**config.mk**
```make
export PLATFORM = sky130hd
export DESIGN_NAME = command_credit_arbiter
export DESIGN_NICKNAME = d
export VERILOG_FILES = /design/src/rtl/command_credit_arbiter_pkg.sv /design/src/rtl/command_credit_arbiter_round_robin.sv /design/src/rtl/command_credit_arbiter.sv
export SDC_FILE = /design/constraint.sdc
export NUM_CORES = 1
export LEC_CHECK = 0
export BUFFER_PORTS_ARGS = -buffer_cell sky130_fd_sc_hd__buf_4
export CAP_MARGIN = 10
export CORE_AREA = 2 2 184 186
export CTS_CLUSTER_DIAMETER = 30
export DETAILED_ROUTE_END_ITERATION = 7
export DIE_AREA = 0 0 186 188
export PLACE_DENSITY = 0.55
export SYNTH_ARGS = -nofsm -noshare
export SYNTH_HDL_FRONTEND = slang
export SYNTH_HIERARCHICAL = 1
export SYNTH_SLANG_ARGS = --single-unit
```
**constraint.sdc**
```tcl
create_clock -name clock -period 8.3 [get_ports clock]
set_input_delay 0.415 -clock clock [delete_from_list [all_inputs] [get_ports clock]]
set_output_delay 0.415 -clock clock [all_outputs]
set_load 0.03 [all_outputs]
```
**src/rtl/command_credit_arbiter_pkg.sv**
```systemverilog
// Shared definitions for the command credit arbiter: requester indices,
// arbiter state encoding and the layout of the opaque command payload.
package command_credit_arbiter_pkg;

  // Requester slots on the arbiter request vector
  localparam int REQ_RESTART = 0;
  localparam int REQ_WED     = 1;
  localparam int REQ_WRITE   = 2;
  localparam int REQ_READ    = 3;

  // Arbiter sequencing around the AFU enable
  typedef enum logic [1:0] {
    ST_IDLE  = 2'd0,
    ST_LOAD  = 2'd1,
    ST_RUN   = 2'd2,
    ST_DRAIN = 2'd3
  } arb_state_e;

  // Command payload as carried on the command datapath (89 bits)
  typedef struct packed {
    logic [12:0] command;
    logic [63:0] address;
    logic [11:0] size;
  } cmd_payload_t;

endpackage

```
**src/rtl/command_credit_arbiter_round_robin.sv**
```systemverilog
// Generic round-robin picker: searches the request vector starting at the
// pointer and returns a one-hot grant plus the pointer for the next search.
module round_robin_arbiter #(
  parameter int N     = 4,
  parameter int PTR_W = (N > 1) ? $clog2(N) : 1
) (
  input  logic [N-1:0]     req_i,
  input  logic [PTR_W-1:0] ptr_i,
  input  logic             en_i,
  output logic [N-1:0]     grant_o,
  output logic [PTR_W-1:0] next_ptr_o
);

  // First requester at or after the pointer wins; pointer moves past it
  always_comb begin
    logic found;
    int   idx;
    grant_o    = '0;
    next_ptr_o = ptr_i;
    found      = 1'b0;
    idx        = 0;
    for (int off = 0; off < N; off++) begin
      idx = int'(ptr_i) + off;
      if (idx >= N) idx = idx - N;
      if (en_i && !found && req_i[idx]) begin
        found        = 1'b1;
        grant_o[idx] = 1'b1;
        next_ptr_o   = (idx == N - 1) ? '0 : PTR_W'(idx + 1);
      end
    end
  end

endmodule

```
**src/rtl/command_credit_arbiter.sv**
```systemverilog
// Command credit arbiter: picks one pending command per cycle, registers it
// onto the command datapath and tracks the PSL command-credit budget.
module command_credit_arbiter
  import command_credit_arbiter_pkg::*;
#(
  parameter int NUM_REQ   = 4,
  parameter int PAYLOAD_W = $bits(cmd_payload_t),
  parameter int CREDIT_W  = 8,
  parameter int PRIO0     = 1,
  parameter int SRC_W     = $clog2(NUM_REQ)
) (
  input  logic                           clock,
  input  logic                           rst,
  input  logic                           enabled,
  input  logic [CREDIT_W-1:0]            croom_in,
  input  logic                           response_valid,
  input  logic [NUM_REQ-1:0]             req_valid,
  input  logic [NUM_REQ*PAYLOAD_W-1:0]   req_payload,
  output logic [NUM_REQ-1:0]             req_grant,
  output logic                           cmd_valid,
  output logic [PAYLOAD_W-1:0]           cmd_payload,
  output logic [SRC_W-1:0]               cmd_source,
  output logic [CREDIT_W-1:0]            credits,
  output logic                           credit_error,
  output logic                           idle
);

  arb_state_e             state_q;
  logic [CREDIT_W-1:0]    credits_q, credits_d;
  logic [CREDIT_W-1:0]    max_credits_q;
  logic                   credit_error_q, credit_err_set;
  logic [SRC_W-1:0]       rr_ptr_q, rr_ptr_d;
  logic                   cmd_valid_q;
  logic [PAYLOAD_W-1:0]   cmd_payload_q;
  logic [SRC_W-1:0]       cmd_source_q;

  logic                   grant_en, prio_hit, rr_en, issue;
  logic [NUM_REQ-1:0]     rr_req, rr_grant;
  logic [PAYLOAD_W-1:0]   grant_payload;
  logic [SRC_W-1:0]       grant_src;
  logic [NUM_REQ-1:0][PAYLOAD_W-1:0] masked_payload;

  // Requester 0 may bypass the round-robin pool; grants need RUN and a credit
  always_comb begin
    grant_en = (state_q == ST_RUN) && (credits_q != '0);
    prio_hit = (PRIO0 != 0) && grant_en && req_valid[REQ_RESTART];
    rr_en    = grant_en && !prio_hit;
    rr_req   = req_valid;
    if (PRIO0 != 0) rr_req[REQ_RESTART] = 1'b0;
  end

  round_robin_arbiter #(
    .N     (NUM_REQ),
    .PTR_W (SRC_W)
  ) u_rr (
    .req_i      (rr_req),
    .ptr_i      (rr_ptr_q),
    .en_i       (rr_en),
    .grant_o    (rr_grant),
    .next_ptr_o (rr_ptr_d)
  );

  // Final one-hot grant: priority slot overrides the round-robin result
  always_comb begin
    req_grant = rr_grant;
    if (prio_hit) begin
      req_grant              = '0;
      req_grant[REQ_RESTART] = 1'b1;
    end
  end

  assign issue = |req_grant;

  // Zero every payload slice except the granted one so an OR-reduce selects it
  generate
    for (genvar gi = 0; gi < NUM_REQ; gi++) begin : g_mask
      assign masked_payload[gi] = req_payload[gi*PAYLOAD_W +: PAYLOAD_W]
                                  & {PAYLOAD_W{req_grant[gi]}};
    end
  endgenerate

  // Select payload and encode source index of the granted requester
  always_comb begin
    grant_payload = '0;
    grant_src     = '0;
    for (int i = 0; i < NUM_REQ; i++) begin
      grant_payload = grant_payload | masked_payload[i];
      if (req_grant[i]) grant_src = SRC_W'(i);
    end
  end

  // Credit arithmetic: issue consumes, response returns, both cancel out;
  // a response with nothing outstanding is flagged instead of counted.
  // In LOAD the counter is overwritten, so responses there are dropped.
  always_comb begin
    credits_d      = credits_q;
    credit_err_set = 1'b0;
    if (issue && !response_valid) begin
      credits_d = credits_q - CREDIT_W'(1);
    end else if (!issue && response_valid) begin
      if (credits_q == max_credits_q) credit_err_set = (state_q != ST_LOAD);
      else                            credits_d      = credits_q + CREDIT_W'(1);
    end
  end

  // Sequencer, credit registers, pointer and registered command datapath
  always_ff @(posedge clock) begin
    if (rst) begin
      state_q        <= ST_IDLE;
      credits_q      <= '0;
      max_credits_q  <= '0;
      credit_error_q <= 1'b0;
      rr_ptr_q       <= '0;
      cmd_valid_q    <= 1'b0;
      cmd_payload_q  <= '0;
      cmd_source_q   <= '0;
    end else begin
      case (state_q)
        ST_IDLE:  if (enabled) state_q <= ST_LOAD;
        ST_LOAD:  state_q <= ST_RUN;
        ST_RUN:   if (!enabled) state_q <= ST_DRAIN;
        ST_DRAIN: if (credits_q == max_credits_q) state_q <= ST_IDLE;
        default:  state_q <= ST_IDLE;
      endcase

      if (state_q == ST_LOAD) begin
        credits_q     <= croom_in;
        max_credits_q <= croom_in;
      end else begin
        credits_q <= credits_d;
      end

      if (credit_err_set) credit_error_q <= 1'b1;

      if (|rr_grant) rr_ptr_q <= rr_ptr_d;

      cmd_valid_q <= issue;
      if (issue) begin
        cmd_payload_q <= grant_payload;
        cmd_source_q  <= grant_src;
      end
    end
  end

  assign cmd_valid    = cmd_valid_q;
  assign cmd_payload  = cmd_payload_q;
  assign cmd_source   = cmd_source_q;
  assign credits      = credits_q;
  assign credit_error = credit_error_q;
  assign idle         = (state_q == ST_IDLE);

endmodule
```
==> run_results.csv <==
group,metric,value,unit
worst_setup_path,worstSetupStartpoint,"rr_ptr_q[0]",
global_routing,grt_max_degree,92,
final_layout,syn_to_final_growth,62.2,%
synth,syn_avg_cell_area,7.99,um2
global_routing,globalRoute.totalOverflow,0,
final_layout,nets,1670,
timing,max_slew_margin,26.5,%
min_path,hold_class,"input pin to flop",
power_and_ir_drop,power.density,278,nW/um2
floorplan,fp.dieH,188,um
worst_setup_path,cp_max_fo,50,
placed_design,io_buffers,477,
floorplan,core,33100,um2
synth,netlist_area,6970,um2
clock_tree,holdBufCountCts,0,
final_layout,drive_gt1_share,43.5,%
worst_setup_path,startpoint_type,"flop",
timing,finClkSkew,12.2,ps
power_and_ir_drop,p_leak,4.83,nW
timing,rsz0062_at_grt,"no",
worst_setup_path,cp.arrival,7060,ps
drt,ant_nets,0,
worst_setup_path,worst_path_most_repeated_cell,"ha_1",
final_layout,layout_common_cells,"buf_4, a21oi_1, nor2_1",
synth,synthFlopType,"dfxtp_1",
floorplan,num_rows,67,
floorplan,ioPinCount,478,
run_status,run_status,"finished clean",
worst_setup_path,worstPathRequired,8610,ps
worst_setup_path,max_stage_delay,720,ps
final_layout,finish.utilization,34.1,%
min_path,hp-start,"croom_in[3]",
drt,wl_per_cell,20.7,um
placed_design,place_congestion,0.835,
timing,timing.final.crit_share,81.3,%
clock_tree,post-cts-setup-buffer-count,0,
timing,hold_violations,0,
global_routing,grt_pass1_wl,51100,um
timing,min_period,6750,ps
global_routing,grt_pass1_vias,8344,
drt,detail_route.vias_per_cell,4.98,
clock_tree,cts_buffers,17,
drt,first_pass_iters,8,
global_routing,grt_use_total,19.3,%
worst_setup_path,crit_chain,"inv_1, ha_1, mux4_2, or2_4, and4b_1, a221o_4, nor2_1, nand2_4, or2_4, ha_1, xor2_1, ha_1, and3b_1, o21ai_0, and3_1, o21ai_0, xor2_1, a211oi_1",
floorplan,initial_core_util,21.0,%
drt,initialDrtViolationCount,1001,
drt,routed_wl,36000,um
clock_tree,clock_sinks,113,
synth,syn_inst,872,
timing,setup_viol,0,
worst_setup_path,criticalPathCategory,"flop to flop",
timing,finalMaxSlewViolations,0,
synth,ys_ff_latch,113,
clock_tree,cts_root_buf,"clkbuf_16",
floorplan,floorplan.die_area,35000,um2
synth,ys_seq_area_share,32.5,%
synth,ys_types,53,
global_routing,antenna_found_initial,1,
power_and_ir_drop,ir_worst_vdd,0.156,mV
worst_setup_path,r2r-start,"rr_ptr_q[0]",
worst_setup_path,slowest_stage,"dfxtp_1",
synth,async_flop_share,0,%
final_layout,final_common_cell,"buf_4",
worst_setup_path,crit_family,"simple AND/OR/NAND/NOR gates",
drt,drc,0,
clock_tree,cts.htree.levels,4,
synth,yosysWarnings,6,
final_layout,antenna_cells,0,
synth,synth_edf_count,0,
job,timing.max_cap.violations,0,
timing,fin_setup_tns,0,ps
clock_tree,worstSkewPairLatency,410,ps
worst_setup_path,critPathCaptureType,"flop",
clock_tree,tritoncts,"yes",
drt,num_vias,8675,
worst_setup_path,path_buf_inv,1,
clock_tree,postCtsResizedCells,0,
clock_tree,clk_path_buf_depth,2,
floorplan,fp.dieW,186,um
clock_tree,cts.clk_slew.worst_paths,60,ps
timing,max_freq,148,MHz
placed_design,place_hpwl,26800,um
timing,tightestPinTransition,1100,ps
==> power by group <==
part | switching (mW) | internal, mW | leakage, nW | total, mW
combinational | 0.975 | 0.610 | 3.64 | 1.58
clock | 0.280 | 0.432 | 0.270 | 0.712
sequential | 0.132 | 0.709 | 0.920 | 0.841
total | 1.39 | 1.75 | 4.83 | 3.14
==> sequential cells by signal, summed over array words and instances (netlist names) <==
name           cells
cmd_payload       89
credit_error       1
cmd_valid          1
credits            8
rr_ptr_q           2
cmd_source         2
max_credits_q      8
state_q            2
==> cell type report <==
class	instances	area [um2]
clock inverter	10	86.3
fill	3536	21800
timing repair buffer	485	3640
multi-input combinational	654	4230
tap	448	561
sequential	113	2260
inverter	11	41.3
clock buffer	21	470
==> metrics by stage <==
stage | hold slack [ps] | cells | setup slack [ps] | cell area [um2] | power [mW]
3_5_place_dp | 469 | 1711 | 1560 | 10700 | 2.45
2_1_floorplan | 448 | 878 | 3390 | 6990 | 1.86
5_1_grt | 259 | 1742 | 972 | 11300 | 3.35
3_3_place_gp | 461 | 1711 | 1790 | 10700 | 2.44
6_report | 260 | 1742 | 1550 | 11300 | 3.14
4_1_cts | 239 | 1742 | 1520 | 11300 | 3.19
==> Yosys cell counts (all sizes together), types with 4 or more instances <==
cell	number	share of area, %
a221o	5	0.72
nor2	114	6.1
xor2	14	1.8
mux2i	17	2.4
nor2b	14	1.3
o21ai	10	0.72
or2	4	0.40
nand2	19	1.0
nor3	95	7.0
inv	11	0.59
a22oi	6	0.65
ha	16	2.9
dfxtp	113	32
clkbuf	64	3.4
a211oi	9	0.97
a222oi	90	13
buf	36	3.7
a21oi	188	15
==> cells by family (layout without fill, tap and decap cells) <==
| kind of cell | count (synthesis) | in the layout | synth area share, % |
|---|---|---|---|
| flops | 113 | 113 | 32.5 |
| simple gates | 268 | 268 | 18.1 |
| xor+xnor | 17 | 17 | 2.14 |
| fa+ha+maj | 16 | 16 | 2.87 |
| mux | 21 | 21 | 3.41 |
| buf+inv | 111 | 527 | 7.78 |
| compound gates | 325 | 325 | 33.1 |
| other cells | 1 | 7 | 0.0538 |
==> tightest hold or removal path: cells and delay by family <==
kind	cells	cell delay, ps
mux	1	60
buf+inv	1	90
simple gates	1	70
==> layer usage <==
metal  GRT usage, %  part of all wire [%]  vias to the layer above
met2           32.9                    48                      360
li1               -                     -                     4135
met5              0                 0.036                        -
met3           4.35                   7.9                       31
met4           5.00                   1.8                        2
met1           24.3                    42                     4147
==> worst paths after layout <==
check                          end  slack [ps]  depth (start not counted)
setup / recovery        credits[4]        1550                         18
hold / removal    max_credits_q[3]         260                          3
setup reg to reg        credits[4]        1550                         18
hold reg to reg   max_credits_q[7]         470                          2
Power figures use the tool's default switching activity.
